[config.mk]
export PLATFORM = sky130hd
export DESIGN_NAME = game_sequencer
export DESIGN_NICKNAME = d
export VERILOG_FILES = /design/src/rtl/game_sequencer.sv
export SDC_FILE = /design/constraint.sdc
export NUM_CORES = 1
export LEC_CHECK = 0
export ABC_AREA = 1
export CORE_MARGIN = 5
export CORE_UTILIZATION = 50
export DETAILED_ROUTE_END_ITERATION = 10
export PLACE_DENSITY_LB_ADDON = 0.12
export RECOVER_POWER = 25
export SLEW_MARGIN = 5
export SYNTH_ARGS = -nofsm -noshare
export SYNTH_HDL_FRONTEND = slang
export SYNTH_SLANG_ARGS = --single-unit
[constraint.sdc]
create_clock -name clock -period 2 [get_ports clock]
set_input_delay 0.3 -clock clock [delete_from_list [all_inputs] [get_ports clock]]
set_output_delay 0.3 -clock clock [all_outputs]
set_load 0.05 [all_outputs]
[src/rtl/game_sequencer.sv]
// ============================================================================
// game_sequencer : top-level game controller (WAITING/SETUP/PLAYING/PAUSED/WON/LOST)
// Revision 1.0   : initial release
// ============================================================================
`default_nettype none

module game_sequencer #(
  parameter int NUM_MODULES   = 4,
  parameter int MAX_STRIKES   = 3,
  parameter int SETUP_TIMEOUT = 27000000,
  parameter int TO_W          = 25
) (
  input  logic                   clock,
  input  logic                   reset_n,
  input  logic                   start_game,
  input  logic                   setup_complete,
  input  logic [NUM_MODULES-1:0] module_solved,
  input  logic                   strike,
  input  logic                   timer_expired,
  input  logic                   pause_toggle,
  output logic                   begin_setup,
  output logic                   begin_timer,
  output logic                   timer_hold,
  output logic [NUM_MODULES-1:0] solved_mask,
  output logic [2:0]             strike_count,
  output logic [2:0]             state
);

  typedef enum logic [2:0] {
    S_WAITING = 3'b000,
    S_SETUP   = 3'b001,
    S_WON     = 3'b010,
    S_LOST    = 3'b011,
    S_PLAYING = 3'b100,
    S_PAUSED  = 3'b101
  } state_t;

  localparam logic [NUM_MODULES-1:0] C_ALL_SOLVED  = '1;
  localparam logic [TO_W-1:0]        C_TO_LAST     = TO_W'(SETUP_TIMEOUT - 1);
  localparam logic [2:0]             C_MAX_STRIKES = 3'(MAX_STRIKES);
  localparam logic [2:0]             C_LAST_STRIKE = 3'(MAX_STRIKES - 1);

  state_t                  r_state;
  logic [NUM_MODULES-1:0]  r_mask;
  logic [2:0]              r_strikes;
  logic [TO_W-1:0]         r_to_cnt;
  logic                    r_begin_setup;
  logic                    r_begin_timer;
  logic                    r_timer_hold;

  state_t                  w_state_nxt;
  logic [NUM_MODULES-1:0]  w_mask_nxt;
  logic [2:0]              w_strikes_nxt;
  logic [TO_W-1:0]         w_to_cnt_nxt;
  logic [NUM_MODULES-1:0]  w_solved_any;
  logic                    w_loss;
  logic                    w_win;

  assign w_solved_any = r_mask | module_solved;
  assign w_loss       = timer_expired | (strike & (r_strikes == C_LAST_STRIKE));
  assign w_win        = (w_solved_any == C_ALL_SOLVED);

  always_comb begin
    w_state_nxt   = r_state;
    w_mask_nxt    = r_mask;
    w_strikes_nxt = r_strikes;
    w_to_cnt_nxt  = '0;
    case (r_state)
      S_WAITING, S_WON, S_LOST: begin
        if (start_game) begin
          w_state_nxt   = S_SETUP;
          w_mask_nxt    = '0;
          w_strikes_nxt = '0;
        end
      end
      S_SETUP: begin
        // setup_complete beats the timeout when both land in the final cycle
        if (setup_complete) begin
          w_state_nxt = S_PLAYING;
        end else if (r_to_cnt == C_TO_LAST) begin
          w_state_nxt = S_WAITING;
        end else begin
          w_to_cnt_nxt = r_to_cnt + TO_W'(1);
        end
      end
      S_PLAYING: begin
        w_mask_nxt = w_solved_any;
        if (strike && (r_strikes != C_MAX_STRIKES)) begin
          w_strikes_nxt = r_strikes + 3'd1;
        end
        if (w_loss) begin
          w_state_nxt = S_LOST;
        end else if (w_win) begin
          w_state_nxt = S_WON;
        end else if (pause_toggle) begin
          w_state_nxt = S_PAUSED;
        end
      end
      S_PAUSED: begin
        if (pause_toggle) begin
          w_state_nxt = S_PLAYING;
        end
      end
      default: w_state_nxt = S_WAITING;
    endcase
  end

  always_ff @(posedge clock or negedge reset_n) begin
    if (!reset_n) begin
      r_state       <= S_WAITING;
      r_mask        <= '0;
      r_strikes     <= '0;
      r_to_cnt      <= '0;
      r_begin_setup <= 1'b0;
      r_begin_timer <= 1'b0;
      r_timer_hold  <= 1'b0;
    end else begin
      r_state       <= w_state_nxt;
      r_mask        <= w_mask_nxt;
      r_strikes     <= w_strikes_nxt;
      r_to_cnt      <= w_to_cnt_nxt;
      // Cues fire on state entry only, so held level inputs cannot retrigger them
      r_begin_setup <= (w_state_nxt == S_SETUP) && (r_state != S_SETUP);
      r_begin_timer <= (w_state_nxt == S_PLAYING) && (r_state == S_SETUP);
      r_timer_hold  <= (w_state_nxt == S_PAUSED);
    end
  end

  assign begin_setup  = r_begin_setup;
  assign begin_timer  = r_begin_timer;
  assign timer_hold   = r_timer_hold;
  assign solved_mask  = r_mask;
  assign strike_count = r_strikes;
  assign state        = r_state;

endmodule

`default_nettype wire

==> results.json <==
{
  "cp_num_cells": 1,
  "netlist_area_sq_um": 2150,
  "dp_hpwl_um": 3390,
  "ctsRootBufferMaster": "clkbuf_8",
  "postCtsSetupBuffers": 0,
  "ios": 24,
  "grt_max_degree": 39,
  "wire_per_inst_um": 12.2,
  "min_period_ns": 1.93,
  "avgSynthCellArea_sq_um": 7.37,
  "drt_pass1_iterations": 4,
  "power_per_cell_area_nw_per_um2": 1060,
  "clock_path_buffers": 2,
  "setup_viol": 0,
  "synth_cells": 292,
  "layoutNonFillerInstCount": 370,
  "via_count": 1813,
  "drive_above_1_share": 0.0938,
  "path_clk_slew_ns": 0.07,
  "antenna_found_initial": 0,
  "fp-row-count": 23,
  "dieArea_sq_um": 5720,
  "drt-initial-drc-count": 156,
  "htreeDepth": 2,
  "insertion_delay_ns": 0.29,
  "cts_num_sinks": 38,
  "viasPerCell": 4.90,
  "total_power_mw": 2.65,
  "final_net_count": 336,
  "cts_buffers": 5,
  "ys_async_sr_fraction": 1.00,
  "relSlewSlack": 0.396,
  "routed_wl_um": 4500,
  "synthTopCellsByCount": "nand2_1, nor2_1, dfrtp_1, inv_1, nand3_1",
  "hold_viol_final": 0,
  "ff2ff_setup_slack_ns": 0.27,
  "synth-edff-count": 0,
  "crit_chain": "clkdlybuf4s50_1",
  "worstHoldPathType": "input port to asynchronous set/reset pin",
  "yosys.area.top_type": "dfrtp_1",
  "worstReg2RegEnd": "r_to_cnt[15]",
  "cp_slowest_stage_delay_ns": 0.86,
  "final_area_sq_um": 2510,
  "cts_tree": "yes",
  "first_global_vias": 1668,
  "vdd_ir_drop_max_mv": 0.915,
  "placedInstanceArea_sq_um": 2430,
  "worstSetupPathType": "register to primary output",
  "cts_hold_buffers": 0,
  "die_w_um": 75.6,
  "fmax_mhz": 517,
  "cp-start-kind": "register",
  "netlist.area_leader.share": 0.442,
  "antenna_cells": 0,
  "drv_slew": 0,
  "cts_resized": 0,
  "cp_top_family": "buffers and inverters",
  "synth-main-ff-cell": "dfrtp_1",
  "dp.cells": 364,
  "netlist_top_cells_area": "dfrtp_1, nand2_1, nor2_1",
  "cp_num_buf_inv": 1,
  "syn-num-nets": 307,
  "ys_seq_elements": 38,
  "fin_worst_skew_ns": 0.00784,
  "cp_max_fo": 6,
  "crit_required_ns": 1.70,
  "synth_most_common_cell": "nand2_1",
  "crit_arrival_ns": 1.63,
  "gp_congestion": 0.851,
  "finalCritPeriodShare": 0.967,
  "drc": 0,
  "ys_seq_area_frac": 0.442,
  "hold_slack_ns": 0.210,
  "syn_to_final_growth_pct": 16.6,
  "grt.total_usage": 0.184,
  "power_leakage_nw": 1.13,
  "rsz0062_at_grt": "false",
  "initial_core_util": 0.527,
  "worst_slew_pin_slew_ns": 0.906,
  "io_buffers": 23,
  "r2r.worst_path.cells": 8,
  "ys_types": 29,
  "die_height_um": 75.6,
  "yosysWarnings": 0,
  "status": "finished, final reports clean",
  "endpoint_kind": "primary output",
  "max_cap_violations": 0,
  "slowest_stage": "clkdlybuf4s50_1",
  "grt.overflow.total": 0,
  "setup-tns-final_ns": 0,
  "grt_pass1_wl_um": 7800,
  "rr_startpoint": "r_to_cnt[0]",
  "antenna_left": 0,
  "core-area_sq_um": 4090
}
-- through the flow --
| step | worst slack [ns] | utilization |
|---|---|---|
| 2_1_floorplan | 0.358 | - |
| 6_report | 0.0670 | 0.614 |
| 3_3_place_gp | 0.338 | 0.595 |
| 5_1_grt | 0.00125 | 0.614 |
| 4_1_cts | 0.0547 | 0.615 |
| 3_5_place_dp | 0.281 | 0.595 |
-- metal layers --
layer,wire length (um),vias up,GRT usage
li1,-,966,-
met1,2400,807,0.278
met2,1810,33,0.246
met3,199,7,0.0449
met4,85,0,0.0816
met5,0,-,0
-- area by class of cell --
cell class	instances	area (sq um)
Fill cell	371	1580
Clock buffer	6	82.6
Tap cell	50	62.6
Inverter	40	150
Timing Repair Buffer	24	230
Multi-Input combinational cell	212	1030
Sequential cell	38	951
-- how the worst max path moves through the flow --
stage	startpoint	to	slack, ns
2_1_floorplan	state[2]	strike_count[0]	0.36
3_3_place_gp	r_to_cnt[0]	r_to_cnt[11]	0.34
3_5_place_dp	r_to_cnt[0]	r_to_cnt[15]	0.28
4_1_cts	state[0]	state[0]	0.05
5_1_grt	state[0]	state[0]	0.001
6_report	state[0]	state[0]	0.07
-- cell families (layout without fill, tap and decap cells) --
| logic type | count (synthesis) | after routing | share of synthesized area |
|---|---|---|---|
| buffers and inverters | 42 | 70 | 0.0784 |
| AOI/OAI and AO/OA | 20 | 20 | 0.0511 |
| xor gates and xnor gates | 6 | 6 | 0.0244 |
| adders and majority gates | 4 | 4 | 0.0232 |
| DFF | 38 | 38 | 0.442 |
| and+or+nand+nor | 182 | 182 | 0.381 |
-- registers in the layout, indices dropped and copies added (netlist names) --
register	count
solved_mask	4
timer_hold	1
begin_timer	1
strike_count	3
state	3
r_to_cnt	25
begin_setup	1
-- report_power, final --
part | internal (mW) | switching (mW)
combinational | 0.351 | 0.759
clock | 0.266 | 0.257
sequential | 0.889 | 0.129
total | 1.51 | 1.15
-- cells in the final DEF, fill, tap and decap left out, types with 2 or more instances in the layout --
cell type	instances
nand2_1	70
nor2_1	62
inv_1	38
dfrtp_1	38
clkdlybuf4s50_1	22
nand3_1	15
o21ai_0	9
nor2_2	7
a21oi_1	7
nand4_1	6
clkbuf_8	6
nor3_1	5
nand2_2	4
ha_1	4
nand3_2	3
xnor2_1	3
xor2_1	3
inv_2	2
nor3b_1	2
or2_2	2
nand3b_1	2
Power figures use the tool's default switching activity.
==> patch 1: new RTL, config.mk and constraints unchanged <==
`TO_W`: 25 -> 50.
--- a/src/rtl/game_sequencer.sv
+++ b/src/rtl/game_sequencer.sv
@@ -8,7 +8,7 @@
   parameter int NUM_MODULES   = 4,
   parameter int MAX_STRIKES   = 3,
   parameter int SETUP_TIMEOUT = 27000000,
-  parameter int TO_W          = 25
+  parameter int TO_W          = 50
 ) (
   input  logic                   clock,
   input  logic                   reset_n,
Check against the original RTL: same outputs for any inputs over 10 cycles, from zero or initial values and one cycle with reset_n low; that may be too few to reach the edited logic, so the function may still have changed.
==> patch 1 against the original RTL <==
- setup slack got worse by 15 ps
- final area increased by 81%
- total power increased by 41%
- sequential cell count increased by 25
- routed wire length increased to 2.7 times the old value
- hold slack improved by 310 ps
- clock skew increased by 2.4 ps
- non-clock buffer count increased by 8
- via count increased by 120%
- area after synthesis increased by 84%
==> patch 1: results (changes against the original RTL) <==
- The weighted congestion at the end of routability-driven global placement was 0.9754 (+15%).
- Via count of the first global-routing pass: 4001 (+140%)
* Aggregate global-route resource usage: 26.19% (+7.8 points)
- The count of placed standard cells in the final layout, fillers left out came to 730 (+97%).
- The worst slack at placement was 115.0 ps (-165.5 ps).
- Number of flip-flops under the largest register name: 50 (+100%)
- The number of buffers inserted for hold repair after clock tree synthesis was 1 (+1).
* Dpl hpwl: 9.407 mm (+180%)
- Cell types with the highest counts after synthesis: nand2_1, nor2_1, inv_1
* Fraction of final layout cells with drive strength greater than 1: 7.962% (-1.4 points)
- Fraction of synthesized cell area taken by the top area cell type: 39.85% (-4.3 points)
- The setup skew after layout was 10.29 ps (+2.446 ps).
* Number of distinct library cell variants in the gate-level netlist after synthesis: 31 (+6.9%)
* Initial DRC Count: 274 (+76%)
- The number of vias per cell after detailed routing was 5.510 (+12%).
- By area the synthesized netlist is led by dfrtp_1, nand2_1, nor2_1.
- CTS H-tree depth: 3 (+1)
* IR Drop Worst-Case VDD: 0.7637 mV (-17%)
* Syn Nets: 600 (+95%)
* Final nets: 638 (+90%)
* Number of CTS-inserted buffers: 9 (+4)
- Total iterations of the first detailed-routing run: 5 (+1)
- The highest fanout seen on the critical path is 5 (-1).
- The global-route wire length before repair came to 20.02 mm (+160%).
* Arrival @ worst endpoint: 1650 ps (+20 ps)
- The share of synthesized area occupied by flip-flops and latches came to 39.85% (-4.3 points).
- The leakage power summed over all cells is 1.915 nW (+70%).
- HP Class: reg -> reg
* Wirelength per Cell: 16.51 µm (+36%)
* Placed cell areas: 4344 µm² (+79%)
- The clock network latency to the later pin of the worst-skew pair came to 340 ps (+50 ps).
- The count of placed standard cells including taps came to 712 (+96%).
* Pin count of the biggest net entering global routing: 64 (+64%)
- Worst relative slew slack: 40.11% (+0.53 points)
- The flow ran to the end, and the final reports show no timing, DRC or antenna violations.
patch 1: cell count changes after synthesis, moves of 25 or more:
cell | before | now
nor2_1 | 62 | 127
nand2_1 | 70 | 134
dfrtp_1 | 38 | 63
inv_1 | 38 | 79
nand3_1 | 15 | 47
nor3_1 | 5 | 45
patch 1: layer usage:
metal / part of all wire, % / up-vias / global-route usage (%) / routed length (µm)
li1: - / 1946 / - / -
met1: 44 / 1851 / 35.91 / 5317
met2: 44 / 188 / 39.41 / 5283
met3: 7.2 / 37 / 5.449 / 865
met4: 4.9 / 0 / 12.50 / 586
met5: 0 / - / 0 / 0
patch 1: final timing paths:
kind                              from            to  slack, ps
setup / recovery              state[1]      state[1]         50
setup reg to reg           r_to_cnt[0]  r_to_cnt[32]        130
hold reg to reg            r_to_cnt[0]   r_to_cnt[0]        520
min in group asynchronous      reset_n  r_to_cnt[15]        730
hold / removal             r_to_cnt[0]   r_to_cnt[0]        520
max in group asynchronous      reset_n   r_to_cnt[1]        670
patch 1: logic make-up (layout without fill, tap and decap cells):
logic type | Yosys count | in the layout | share of synthesized area, %
xor gates and xnor gates | 8 | 8 | 1.771
AOI/OAI and AO/OA | 27 | 27 | 3.764
and+or+nand+nor | 399 | 399 | 45.10
buffers and inverters | 84 | 127 | 8.254
DFF | 63 | 63 | 39.85
adders and majority gates | 4 | 4 | 1.265
patch 1: layout make-up:
type	instances	area (µm²)
Fill cell	785	3183
Sequential cell	63	1577
Tap cell	102	127.6
Clock buffer	13	158.9
Timing Repair Buffer	32	299.0
Multi-Input combinational cell	438	2068
Inverter	79	296.5
Clock inverter	3	17.52
patch 1: report_power, final:
part	internal (mW)	leakage, nW	switching [mW]	total, mW
registers	1.39	0.865	0.104	1.49
clock network	0.515	0.0894	0.506	1.02
logic	0.379	0.961	0.851	1.23
==> patch 2: new RTL, same settings <==
Made on the original files. Make the reset (`reset_n`) synchronous in one clocked block.
--- a/src/rtl/game_sequencer.sv
+++ b/src/rtl/game_sequencer.sv
@@ -105,7 +105,7 @@
     endcase
   end
 
-  always_ff @(posedge clock or negedge reset_n) begin
+  always_ff @(posedge clock) begin
     if (!reset_n) begin
       r_state       <= S_WAITING;
       r_mask        <= '0;
Function: differs if reset_n is asserted again (counterexample within 4 cycles, from zero or initial values and one cycle with reset_n low); with reset_n held inactive, the same outputs for 10 cycles.
==> patch 2 against the original RTL <==
- area after synthesis fell by 12%
- sequential cell count did not move
- routed wire length fell by 18%
- final area fell by 11%
- global-route usage fell by 2.4 points
- setup slack improved by 48 ps
- count of clock-buffer cells in the layout rose by 1
- critical path type unchanged
Power is not compared: it rests on default switching activity, and its combinational part moved more than twofold at a synthesized area within 25%.
==> patch 2: results (changes against the original RTL) <==
- The routed wire length came to 3.667 mm (-18%).
* Aggregate global-route resource usage: 15.96% (-2.4 points)
* Post-CTS setup-driven buffer insertion count: 0 (unchanged)
- Number of distinct library cell variants in the gate-level netlist after synthesis: 25 (-14%)
* Instance count after placement with tap cells included: 337 (-7.4%)
- The register clock-pin slew on the reported worst setup and hold paths is 70 ps (about the same).
- The register-to-register path setup slack was 290 ps (+20 ps).
- The synthesized area divided by synthesized cell count was 7.037 µm² (-4.6%).
- IR analysis of the VDD net gives a maximum drop of 0.4720 mV.
- First-pass GRT wire length: 6.368 mm (-18%)
- Filler cell count: 338 (-8.9%)
- CTS Root Cell: clkbuf_8
* CTS-repair resized insts: 0 (unchanged)
* Initial DRC Count: 145 (-7.1%)
* Worst r2r dst: r_to_cnt[6]
- The average wire per standard cell was 10.66 µm (-12%).
- Pre-CTS setup slack: 264.7 ps (-15.83 ps)
- The share of synthesized area occupied by flip-flops and latches came to 40.19% (-4.0 points).
* CTS H-tree depth: 2 (unchanged)
- The setup skew after layout was 2.536 ps (-5.305 ps).
* Worst Hold End: r_to_cnt[0]
- Sorting the synthesized cells by area gives the leading types as dfxtp_1, nand2_1, nor2_1.
- Sorting the synthesized cells by how often they occur yields nand2_1, nor2_1, dfxtp_1.
- HP Class: reg -> reg
* Transition time at the pin with the least slew margin: 516.5 ps (-389.7 ps)
- The pin count of the biggest net entering global routing came to 26 (-33%).
- Slowest stage delay, CP: 850 ps
- Final nets: 311 (-7.4%)
- The number of warnings issued by yosys is 0 (unchanged).
- Among all flip-flop cells after synthesis, the most frequent one is dfxtp_1.
- The fraction of registers with async set or reset after synthesis is 0% (-100 points).
- Largest driver fanout on the critical path: 7 (+1)
* Clock buffer depth: 2 (unchanged)
* Total number of vias: 1639 (-9.6%)
* RePlAce Congestion: 0.8696 (+2.2%)
- Slowest library cell on the worst path: clkdlybuf4s50_1
- Status: completed
- Critical R2R Launch: r_to_cnt[0]
- Dpl hpwl: 2.752 mm (-19%)
- The fraction of layout instances using a drive strength above 1 was 7.095% (-2.3 points).
- Syn Nets: 284 (-7.5%)
* Most frequent cell after synthesis: nand2_1
- The worst path arrival time came to 1580 ps (-50 ps).
- Placed cell areas: 2163 µm² (-11%)
## patch 2: logic make-up (layout without fill, tap and decap cells)
family / count (synthesis) / count (layout) / share of synthesized area (%)
and+or+nand+nor: 151 / 151 / 35.96
buffers and inverters: 40 / 67 / 8.394
DFF: 38 / 38 / 40.19
AOI/OAI and AO/OA: 21 / 21 / 5.883
xor gates and xnor gates: 15 / 15 / 6.940
adders and majority gates: 4 / 4 / 2.644
## patch 2: final cells by class
cell class	instances	area share, %
inverter	37	6.201
clock buffer	7	3.408
tap	48	2.682
sequential	38	33.97
multi-input combinational	191	43.46
timing repair buffer	23	10.28
## patch 2: per-layer routing
layer	vias up	part of all wire, %	track usage [%]
li1	886	-	-
met1	702	46	18.15
met2	45	47	26.84
met3	6	5.2	5.189
met4	0	2.1	7.724
met5	-	0	0
## patch 2: per-stage QoR
step           hold slack (ps)  util, %
3_3_place_gp             424.3    59.09
2_1_floorplan            413.0        -
5_1_grt                  467.4    61.18
3_5_place_dp             430.9    59.09
6_report                 436.6    61.18
4_1_cts                  440.7    61.18
## patch 2: worst max path at each step
stage / from / to / slack (ps) / cells past startpoint
after floorplan: state[0] / r_to_cnt[19] / 390 / 7
after global placement: setup_complete / r_to_cnt[22] / 300 / 4
after detailed placement: r_to_cnt[0] / r_to_cnt[4] / 260 / 8
after CTS: state[2] / state[2] / 110 / 1
after global routing: r_to_cnt[0] / r_to_cnt[4] / 30 / 8
final: state[2] / state[2] / 120 / 1
## patch 2: report_power, final
part,switching (mW),internal [mW]
clock network,0.250,0.240
registers,0.00823,0.767
logic,0.0837,0.0497
## patch 2: worst reg2reg max path, stage by stage, from the launching register on
cell     delay, ps
dfxtp_1        320
ha_1           220
nand3_1        140
inv_1           90
nand2_1         60
nor2_1          40
nand2_1         80
nand3_2        410
a21oi_1        270
